$ cat src/rtl/shift_add_multiplier.sv
// Sequential unsigned WIDTH x WIDTH shift-and-add multiplier.
// One accumulate-and-shift step per clock. The add goes through a
// ripple_carry_adder instance. The adder's carry-out is fed back into the
// top bit of the accumulator, so no overflow is lost.
//
// Handshake: start is sampled only in IDLE or DONE. The operands a and b are
// captured at that accepting edge. busy is high for WIDTH cycles. done then
// pulses for one cycle, and product becomes valid at the same edge that raises
// done. product holds its value until the next completion or a reset.
// start while busy is ignored.

// Plain carry-ripple adder, one full-adder cell per bit.
module ripple_carry_adder #(
  parameter int WIDTH = 4
) (
  input  logic [WIDTH-1:0] a,
  input  logic [WIDTH-1:0] b,
  input  logic             cin,
  output logic [WIDTH-1:0] sum,
  output logic             cout
);

  logic [WIDTH:0] carry;

  assign carry[0] = cin;

  for (genvar i = 0; i < WIDTH; i++) begin : g_cell
    assign sum[i]       = a[i] ^ b[i] ^ carry[i];
    assign carry[i + 1] = (a[i] & b[i]) | (carry[i] & (a[i] ^ b[i]));
  end

  assign cout = carry[WIDTH];

endmodule

module shift_add_multiplier #(
  parameter int WIDTH = 4
) (
  input  logic               clk,
  input  logic               rst_n,
  input  logic               start,
  input  logic [WIDTH-1:0]   a,
  input  logic [WIDTH-1:0]   b,
  output logic               busy,
  output logic               done,
  output logic [2*WIDTH-1:0] product,
  output logic [1:0]         state_dbg
);

  typedef enum logic [1:0] {
    S_IDLE = 2'd0,
    S_BUSY = 2'd1,
    S_DONE = 2'd2
  } state_t;

  // The iteration counter only needs to reach WIDTH-1.
  localparam int CW = $clog2(WIDTH);
  localparam logic [CW-1:0] LAST = CW'(WIDTH - 1);

  state_t             state_q;
  state_t             state_d;
  logic [WIDTH-1:0]   mcand_q;
  logic [2*WIDTH-1:0] acc_q;
  logic [2*WIDTH-1:0] acc_step;
  logic [CW-1:0]      cnt_q;
  logic [WIDTH-1:0]   add_sum;
  logic               add_cout;
  logic [WIDTH-1:0]   step_s;
  logic               step_c;
  logic               accept;
  logic               last_iter;

  // Upper accumulator half plus multiplicand. The carry-in is unused.
  ripple_carry_adder #(
    .WIDTH(WIDTH)
  ) u_adder (
    .a    (acc_q[2*WIDTH-1:WIDTH]),
    .b    (mcand_q),
    .cin  (1'b0),
    .sum  (add_sum),
    .cout (add_cout)
  );

  // One iteration: add mcand when the low bit is set, then shift the
  // (2*WIDTH+1)-bit {carry, sum, lo} right by one.
  always_comb begin
    step_c = 1'b0;
    step_s = acc_q[2*WIDTH-1:WIDTH];
    if (acc_q[0]) begin
      step_c = add_cout;
      step_s = add_sum;
    end
    acc_step = {step_c, step_s, acc_q[WIDTH-1:1]};
  end

  // A new request is only honoured outside of BUSY.
  always_comb begin
    accept    = start && ((state_q == S_IDLE) || (state_q == S_DONE));
    last_iter = (state_q == S_BUSY) && (cnt_q == LAST);
  end

  // Next-state decode. DONE lasts exactly one cycle.
  always_comb begin
    state_d = state_q;
    case (state_q)
      S_IDLE:  if (accept) state_d = S_BUSY;
      S_BUSY:  if (last_iter) state_d = S_DONE;
      S_DONE:  state_d = accept ? S_BUSY : S_IDLE;
      default: state_d = S_IDLE;
    endcase
  end

  // State register.
  always_ff @(posedge clk or negedge rst_n) begin
    if (!rst_n) begin
      state_q <= S_IDLE;
    end else begin
      state_q <= state_d;
    end
  end

  // Operand capture and the per-cycle accumulate/shift.
  always_ff @(posedge clk or negedge rst_n) begin
    if (!rst_n) begin
      mcand_q <= '0;
      acc_q   <= '0;
      cnt_q   <= '0;
    end else if (accept) begin
      mcand_q <= a;
      acc_q   <= {{WIDTH{1'b0}}, b};
      cnt_q   <= '0;
    end else if (state_q == S_BUSY) begin
      acc_q   <= acc_step;
      cnt_q   <= cnt_q + 1'b1;
    end
  end

  // Registered status flags. product is loaded on the final iteration.
  always_ff @(posedge clk or negedge rst_n) begin
    if (!rst_n) begin
      busy    <= 1'b0;
      done    <= 1'b0;
      product <= '0;
    end else begin
      busy <= (state_d == S_BUSY);
      done <= (state_d == S_DONE);
      if (last_iter) begin
        product <= acc_step;
      end
    end
  end

  assign state_dbg = state_q;

endmodule

$ cat config.mk
export PLATFORM = sky130hd
export DESIGN_NAME = shift_add_multiplier
export DESIGN_NICKNAME = d
export VERILOG_FILES = /design/src/rtl/shift_add_multiplier.sv
export SDC_FILE = /design/constraint.sdc
export NUM_CORES = 1
export LEC_CHECK = 0
export ABC_AREA = 1
export BUFFER_PORTS_ARGS = -buffer_cell sky130_fd_sc_hd__buf_2
export CORE_ASPECT_RATIO = 1.4
export CORE_MARGIN = 1
export CORE_UTILIZATION = 38
export DETAILED_ROUTE_END_ITERATION = 6
export GPL_ROUTABILITY_DRIVEN = 0
export RECOVER_POWER = 100
export SYNTH_ARGS = -nofsm -noshare
export SYNTH_HDL_FRONTEND = slang
export SYNTH_SLANG_ARGS = --single-unit
$ cat constraint.sdc
create_clock -name clk -period 3.3 [get_ports clk]
set_clock_uncertainty 0.05 [all_clocks]
set_input_delay 0.495 -clock clk [delete_from_list [all_inputs] [get_ports clk]]
set_output_delay 0.495 -clock clk [all_outputs]
set_load 0.05 [all_outputs]
**Word level (Yosys, flattened, before mapping)**

Index checks and enable logic that the tools add are counted.

- Add/subtract/negate cells: 1
- Equality and inequality tests: 5
- Muxes and demuxes: 10
- Bitwise logic cells: 17
- Reduce and logical (&&, ||, !) cells: 5

Operators with widths:

| operator | number |
|---|---|
| 8-bit 2-to-1 mux | 2 |
| 2-bit 2-to-1 mux | 4 |
| 1-bit AND | 7 |
| 1-bit XOR | 7 |
| 2-bit == test, second input constant | 3 |
| 2-bit one-hot mux with 3 select lines | 1 |
| 2-bit by 1-bit == test with 1-bit output, second input constant | 2 |
| 4-bit 2-to-1 mux | 1 |
| 1-bit bitwise OR | 3 |
| 2-bit by 1-bit adder with 2-bit output, second input constant | 1 |
| 1-bit logical AND | 2 |
| 2-bit zero test | 1 |
| 1-bit 2-to-1 mux | 2 |
| 2-bit nonzero test | 1 |
| 1-bit logical OR | 1 |

- Flip-flop bits (word level): 26
- Bits of input ports: 11
- Output and inout bits: 12

**Logic depth before layout (Yosys ltp)**

Gate-level depths: netlist (run 1).

- Depth in word-level cells: 10
- Depth in mapped cells: 8
- Depth with buffers taken out: 8

**Modules after synthesis**

Synthesis (run 1) repeated with hierarchy kept, for this count alone.

- Cell total of the unflattened synthesis: 145
- Area, all modules: 1,236.2 um^2

Modules (own cells, without submodules):

| module | instances | cells each | area an instance (um^2) | seq. area each (um^2) |
|---|---|---|---|---|
| shift_add_multiplier | 1 | 131 | 1,118.6 | 650.6 |
| ripple_carry_adder | 1 | 14 | 117.6 | 0.0 |

**Worst setup path after synthesis (run 1)**

Ideal clock, no wire load.

- Path type: flip-flop to flip-flop
- Start: register mcand_q[0]
- End: register acc_q[6]
- Arrival: 1.989 ns
- Setup slack: 1.144 ns
- Cell stages (with the launch flop): 9
- Buffers on the path: 0
- Path through: dfrtp_1 > ha_1 > fa_1 > fa_1 > fa_1 > nand2_1 > o21ai_0 > nand2_1 > nand2_1

- Cells in the longest elaborated chain, start to end: 9

RTL lines:

| item | line | text |
|---|---|---|
| from (decl) | 62 | `logic [WIDTH-1:0] mcand_q;` |
| from (signal assigned) | 125 | `mcand_q <= '0;` |
| from (signal assigned) | 129 | `mcand_q <= a;` |
| 1-bit AND (2 in a row) | 29 | `assign carry[i + 1] = (a[i] & b[i]) \| (carry[i] & (a[i] ^ b[i]));` |
| 1-bit bitwise OR | 29 |  |
| 1-bit AND | 29 |  |
| 1-bit bitwise OR | 29 |  |
| 1-bit XOR | 28 | `assign sum[i] = a[i] ^ b[i] ^ carry[i];` |
| 4-bit 2-to-1 mux | 89 | `if (acc_q[0]) begin` |
| 8-bit 2-to-1 mux | 132 | `end else if (state_q == S_BUSY) begin` |
| 8-bit 2-to-1 mux | 128 | `end else if (accept) begin` |
| to (signal assigned) | 130 | `acc_q <= {{WIDTH{1'b0}}, b};` |
| to (signal assigned) | 133 | `acc_q <= acc_step;` |
| to (decl) | 63 | `logic [2*WIDTH-1:0] acc_q;` |

No other way between the ends. The select of a mux whose other input is x is not followed.
A chain may end at the register's enable or synchronous reset.

**Final worst setup path (run 1)**

- Start: register mcand_q[0]
- End: register product[6]

- Cells in the longest elaborated chain, start to end: 7

RTL lines:

| item | line | text |
|---|---|---|
| 1-bit AND (2 in a row) | 29 |  |
| 1-bit bitwise OR | 29 |  |
| 1-bit AND | 29 |  |
| 1-bit bitwise OR | 29 |  |
| 1-bit XOR | 28 |  |
| 4-bit 2-to-1 mux | 89 |  |
| to (signal assigned) | 148 | `product <= acc_step;` |
| to (decl) | 46 | `output logic [2*WIDTH-1:0] product,` |

No other way between the ends.

==> out/metrics.yaml, run 1 <==
yosys:
  synth_warnings: 0
  post-synth-top-count-cell: "nand2_1"
  synth_enable_flop_cells: 0
  async_flop_share: 1.00
  synth_area_mm2: 0.00118
  syn_nets: 150
  synthCells: 134
  synth_top_area_share: 0.550
  ys_top_cells_by_count: "nand2_1 (67), dfrtp_1 (26), inv_1 (10), nand3_1 (8), o21ai_0 (4)"
  avgSynthCellArea_um2: 8.82
  ys_seq_area_frac: 0.550
  ys_ff_latch: 26
  ys_top_cells_by_area: "dfrtp_1 (55%), nand2_1 (21%), fa_1 (5.1%), nand3_1 (3.4%), inv_1 (3.2%)"
  synth-main-ff-cell: "dfrtp_1"
  synthDistinctLibCells: 15
  yosysTopAreaCell: "dfrtp_1"
flow_run:
  maxCapViolCount: 0
worst_setup_path:
  slowest_stage: "fa_1"
  critical_path_required_ns: 3.46
  startpoint_type: "flop"
  cpPeakStageDelay_ns: 0.49
  path_cells: "ha_1, fa_1, fa_1, fa_1, nand2_1, o21ai_0, nand2_1, nand2_1"
  reg2reg_setup_slack_ns: 1.06
  crit_family: "adder cells"
  cp.arrival_ns: 2.40
  path_class: "flop to flop"
  critPathMaxFanout: 2
  path_buf_inv: 0
  worst_setup_path_end_kind: "flop"
floorplanning:
  start_util: 0.407
  die_x_um: 49.1
  fp.dieH_um: 68
  coreArea_mm2: 0.00291
  die_area_mm2: 0.00334
  rows: 23
  num_io_pins: 23
clock_network:
  post_cts_buffers: 0
  clk_pin_slew_ns: 0.08
  cts_tree: "built"
  clock_path_buffers: 2
  insertion_delay_ns: 0.26
  numCtsBuffers: 3
  cts-htree-levels: 1
  clock-root-buffer: "clkbuf_8"
  postCtsHoldBufs: 0
  postCtsResizedCells: 0
  cts_sinks: 26
global_route:
  track_usage: 0.152
  antenna_found_initial: 0
  gr-total-overflow: 0
  grt_pass1_wl_um: 3900
  grt_pass1_vias: 913
  grt_max_degree: 27
layout:
  area_growth_pct: 14.0
  fin_area_mm2: 0.00135
  fin_util: 0.464
  multi_input_area_um2: 457
  fin_cells: 196
  antenna_cells: 0
  seq_area_um2: 651
  final.fill_count: 301
  post_route_cells_drive_above_1_share: 0.0943
  fin_nets: 176
power:
  irDropWorstVdd_v: 0.000438
  p_total_mw: 1.41
  p_leak_nw: 0.743
  power.density_mw_per_mm2: 1050
route:
  post-route-drc-count: 0
  drt-total-wl_um: 2180
  drt_iter0_markers: 23
  antenna_left: 0
  first_pass_iters: 4
  wl_per_cell_um: 11.1
  dr_total_vias: 903
  viasPerCell: 4.61
placement:
  dpl_cell_area_mm2: 0.00133
  pre_cts_slack_ns: 1.08
  dpl.hpwl_um: 1640
  dp_cells: 192
  numPortBuffers: 22
timing:
  setup_viol: 0
  min_period_over_period: 0.680
  setup_slack_ns: 1.06
  setup_tns_ns: 0
  tightest_slew_ns: 1.38
  hold_viol: 0
  rsz0062_at_grt: "no"
  maxSlewViolCount: 0
  fmax_mhz: 445
  hold_ws_ns: 0.372
  max_slew_margin: 0.0791
  period_needed_ns: 2.24
hold_path:
  hold_class: "input pin to flop"
status:
  status: "complete, no violations"
where the power goes:
part	leakage (nW)	total (mW)	switching, mW	internal, mW
Clock	0.0288	0.201	0.0941	0.106
Combinational	0.384	0.660	0.494	0.166
Sequential	0.331	0.552	0.0998	0.452
Total	0.743	1.41	0.688	0.725
per-layer routing:
| layer | GRT usage | wire length [um] |
|---|---|---|
| met5 | 0 | 0 |
| met4 | 0.0588 | 8 |
| met3 | 0.0200 | 55 |
| met2 | 0.272 | 1060 |
| met1 | 0.185 | 1050 |
logic make-up after synthesis:
family                     after synthesis  synth area share
DFF                                     26             0.550
buffers and inverters                   13            0.0423
and+or+nand+nor                         83             0.306
adders and majority gates                5            0.0720
AOI/OAI and AO/OA                        7            0.0296
final cells by class:
type,instances,share of cell area
well taps,37,0.0344
repair buffers,22,0.0696
inverters,12,0.0334
clock buffers,4,0.0409
flip-flops and latches,26,0.483
multi-input cells,95,0.339
worst paths after layout:
kind / end / cells after the start / start
setup / recovery: product[6] / 8 / mcand_q[0]
max in group asynchronous: product[7] / 1 / rst_n
hold reg to reg: product[3] / 2 / product[3]
hold / removal: mcand_q[2] / 3 / a[2]
min in group asynchronous: product[0] / 1 / rst_n
setup reg to reg: product[6] / 8 / mcand_q[0]
registers in the layout, summed over array words and instances (netlist names):
register and cells:
acc_q 8, busy 1, cnt_q 2, done 1, mcand_q 4, product 8, state_dbg 2
tightest hold or removal path, cell delays in order:
cell and delay, ns:
buf_2 0.07, nand2_1 0.04, nand2_1 0.04
placed cells by master (no fill, tap or decap):
master    count
a21oi_1       1
ha_1          2
nand2_1      70
nor2_1        3
nand3_1       8
nand2_4       1
dfrtp_1      26
buf_2         9
o21ai_0       6
inv_1        12
clkbuf_1     13
fa_1          3
clkbuf_8      4
nor2_4        1
(Power assumes the default switching activity.)
==> run 2: changes to the inputs <==
- clock period: 3.3 -> 2.1 ns (I/O delays scaled with it)
==> run 2 against run 1 <==
The run now ends with setup timing left. Fmax is 3.7% higher. Worst hold slack worse by 0.19 ns. Utilization is 1.8 points higher. Sequential power is 59% higher. Die area stayed put. Critical path depth stayed put. Critical endpoint is now acc_q[6]. Largest cell class unchanged.
==> out/metrics.yaml, run 2 (same netlist as run 1, synthesis figures left out) <==
placement:
  dpl.hpwl_um: 1640  # +0.38%
  numPortBuffers: 22  # unchanged
clock_network:
  insertion_delay_ns: 0.27  # about the same
  clock-root-buffer: "clkbuf_8"
  numCtsBuffers: 3  # unchanged
  cts-htree-levels: 1  # unchanged
  cts_tree: "built"
  clock_path_buffers: 2  # unchanged
  clk_pin_slew_ns: 0.09  # about the same
  cts_sinks: 26  # unchanged
route:
  drt-total-wl_um: 2300  # +5.9%
  viasPerCell: 4.56  # -1.0%
  wl_per_cell_um: 11.5  # +3.8%
  drt_iter0_markers: 21  # -8.7%
  post-route-drc-count: 0  # unchanged
  first_pass_iters: 4  # unchanged
  antenna_left: 0  # unchanged
  dr_total_vias: 912  # +1.0%
worst_setup_path:
  startpoint_type: "flop"
  worst_setup_path_end_kind: "flop"
  critical_path_required_ns: 2.27  # -1.19 ns
  reg2reg_setup_slack_ns: -0.07  # -1.12 ns
  slowest_stage: "fa_1"
  cpPeakStageDelay_ns: 0.49  # about the same
  rr_endpoint: "acc_q[6]"
  reg2reg_from: "mcand_q[0]"
  critPathMaxFanout: 2  # unchanged
  path_cells: "ha_2, fa_2, fa_2, fa_1, nand2_1, o21ai_2, nand2_1, nand2_1"
  path_common_cell: "nand2_1"
  path_class: "flop to flop"
  ff2ff_path_depth: 8  # unchanged
  cp.arrival_ns: 2.33  # -0.07 ns
global_route:
  antenna_found_initial: 0  # unchanged
  track_usage: 0.156  # +0.00441
  grt_pass1_vias: 914  # +0.11%
  gr-total-overflow: 0  # unchanged
  grt_pass1_wl_um: 3960  # +1.6%
  grt_max_degree: 27  # unchanged
timing:
  tightest_slew_ns: 1.36  # -0.0237 ns
  min_period_over_period: 1.03  # +0.351
  period_needed_ns: 2.17  # -0.0792 ns
  hold_viol: 0  # unchanged
  max_slew_margin: 0.0949  # +0.0158
  fmax_mhz: 462  # +3.7%
  setup_tns_ns: -0.120  # -0.120 ns
  setup_viol: 2  # +2
  maxSlewViolCount: 0  # unchanged
  setup_slack_ns: -0.0657  # -1.12 ns
  rsz0062_at_grt: "yes"
status:
  failed_checks: "setup timing"
  status: "finished, violations left"
hold_path:
  hold_class: "input pin to flop"
  hold_path_end: "mcand_q[3]"
  min_from: "a[3]"
  whs_path_depth: 3  # unchanged
power:
  p_leak_nw: 0.762  # +2.5%
  irDropWorstVdd_v: 0.000827  # +89%
  power.density_mw_per_mm2: 1660  # +58%
  p_total_mw: 2.32  # +64%
floorplanning:
  start_util: 0.407  # unchanged
  die_area_mm2: 0.00334  # unchanged
  rows: 23  # unchanged
  coreArea_mm2: 0.00291  # unchanged
  num_io_pins: 23  # unchanged
  fp.dieH_um: 68  # unchanged
  die_x_um: 49.1  # unchanged
layout:
  area_growth_pct: 18.4
  reg_top3: "acc_q (8), product (8), mcand_q (4)"
  fin_nets: 180  # +2.3%
  antenna_cells: 0  # unchanged
  final_common_cell: "nand2_1"
  post_route_cells_drive_above_1_share: 0.153  # +0.0590
  final_cell_mix: "nand2_1 (70), dfrtp_1 (26), clkbuf_1 (12)"
flow_run:
  maxCapViolCount: 0  # unchanged
run 2: how the worst max path moves through the flow:
stage                    start       end  slack [ns]  cells past startpoint
floorplan           mcand_q[0]  acc_q[6]        0.02                      8
global placement    mcand_q[0]  acc_q[6]       -0.02                      8
detailed placement  mcand_q[0]  acc_q[6]       -0.04                      8
CTS                 mcand_q[0]  acc_q[6]       -0.05                      8
global route        mcand_q[0]  acc_q[6]       -0.16                      8
finish              mcand_q[0]  acc_q[6]       -0.07                      8
run 2: critical path, delay by kind of cell, from the launching register on:
family                   cells  cell delay, ns
flip-flops                   1            0.41
adder cells (fa/ha/maj)      4            1.36
AO/OA/AOI/OAI                1            0.08
AND/OR/NAND/NOR              3            0.20
run 2: final cells by class:
cell class,count,area [um2]
tap,37,46.3
inverter,12,45.0
sequential,26,651
fill,309,1510
multi-input combinational,95,475
timing repair buffer,26,128
clock buffer,4,55.1
run 2: routing by layer:
| layer | wire length [um] | track usage | share of wire | vias up |
|---|---|---|---|---|
| li1 | - | - | - | 466 |
| met1 | 1050 | 0.188 | 0.46 | 426 |
| met2 | 1150 | 0.277 | 0.50 | 15 |
| met3 | 57 | 0.0133 | 0.025 | 5 |
| met4 | 44 | 0.0846 | 0.019 | 0 |
| met5 | 0 | 0 | 0 | - |
run 2: repair_timing:
action,CTS,global route
endpoints found under the setup margin,2,3
endpoints found under the hold margin,26,0
cloned,0,0
hold buffers,1,0
buffers inserted,1,0
resized for setup,2,1
run 2: per-stage QoR:
step,cells,util,worst slack (ns),area (um2),hold slack (ns)
finish,200,0.482,-0.0657,1400,0.180
global placement,194,0.466,-0.0216,1350,0.294
CTS,200,0.492,-0.0549,1430,0.178
global route,200,0.482,-0.164,1400,0.188
detailed placement,194,0.466,-0.0419,1350,0.296
floorplan,134,-,0.0233,1190,-0.0306
run 2: power by group:
group	switching [mW]	internal, mW	total, mW
Clock	0.158	0.168	0.326
Combinational	0.808	0.309	1.12
Sequential	0.167	0.711	0.878
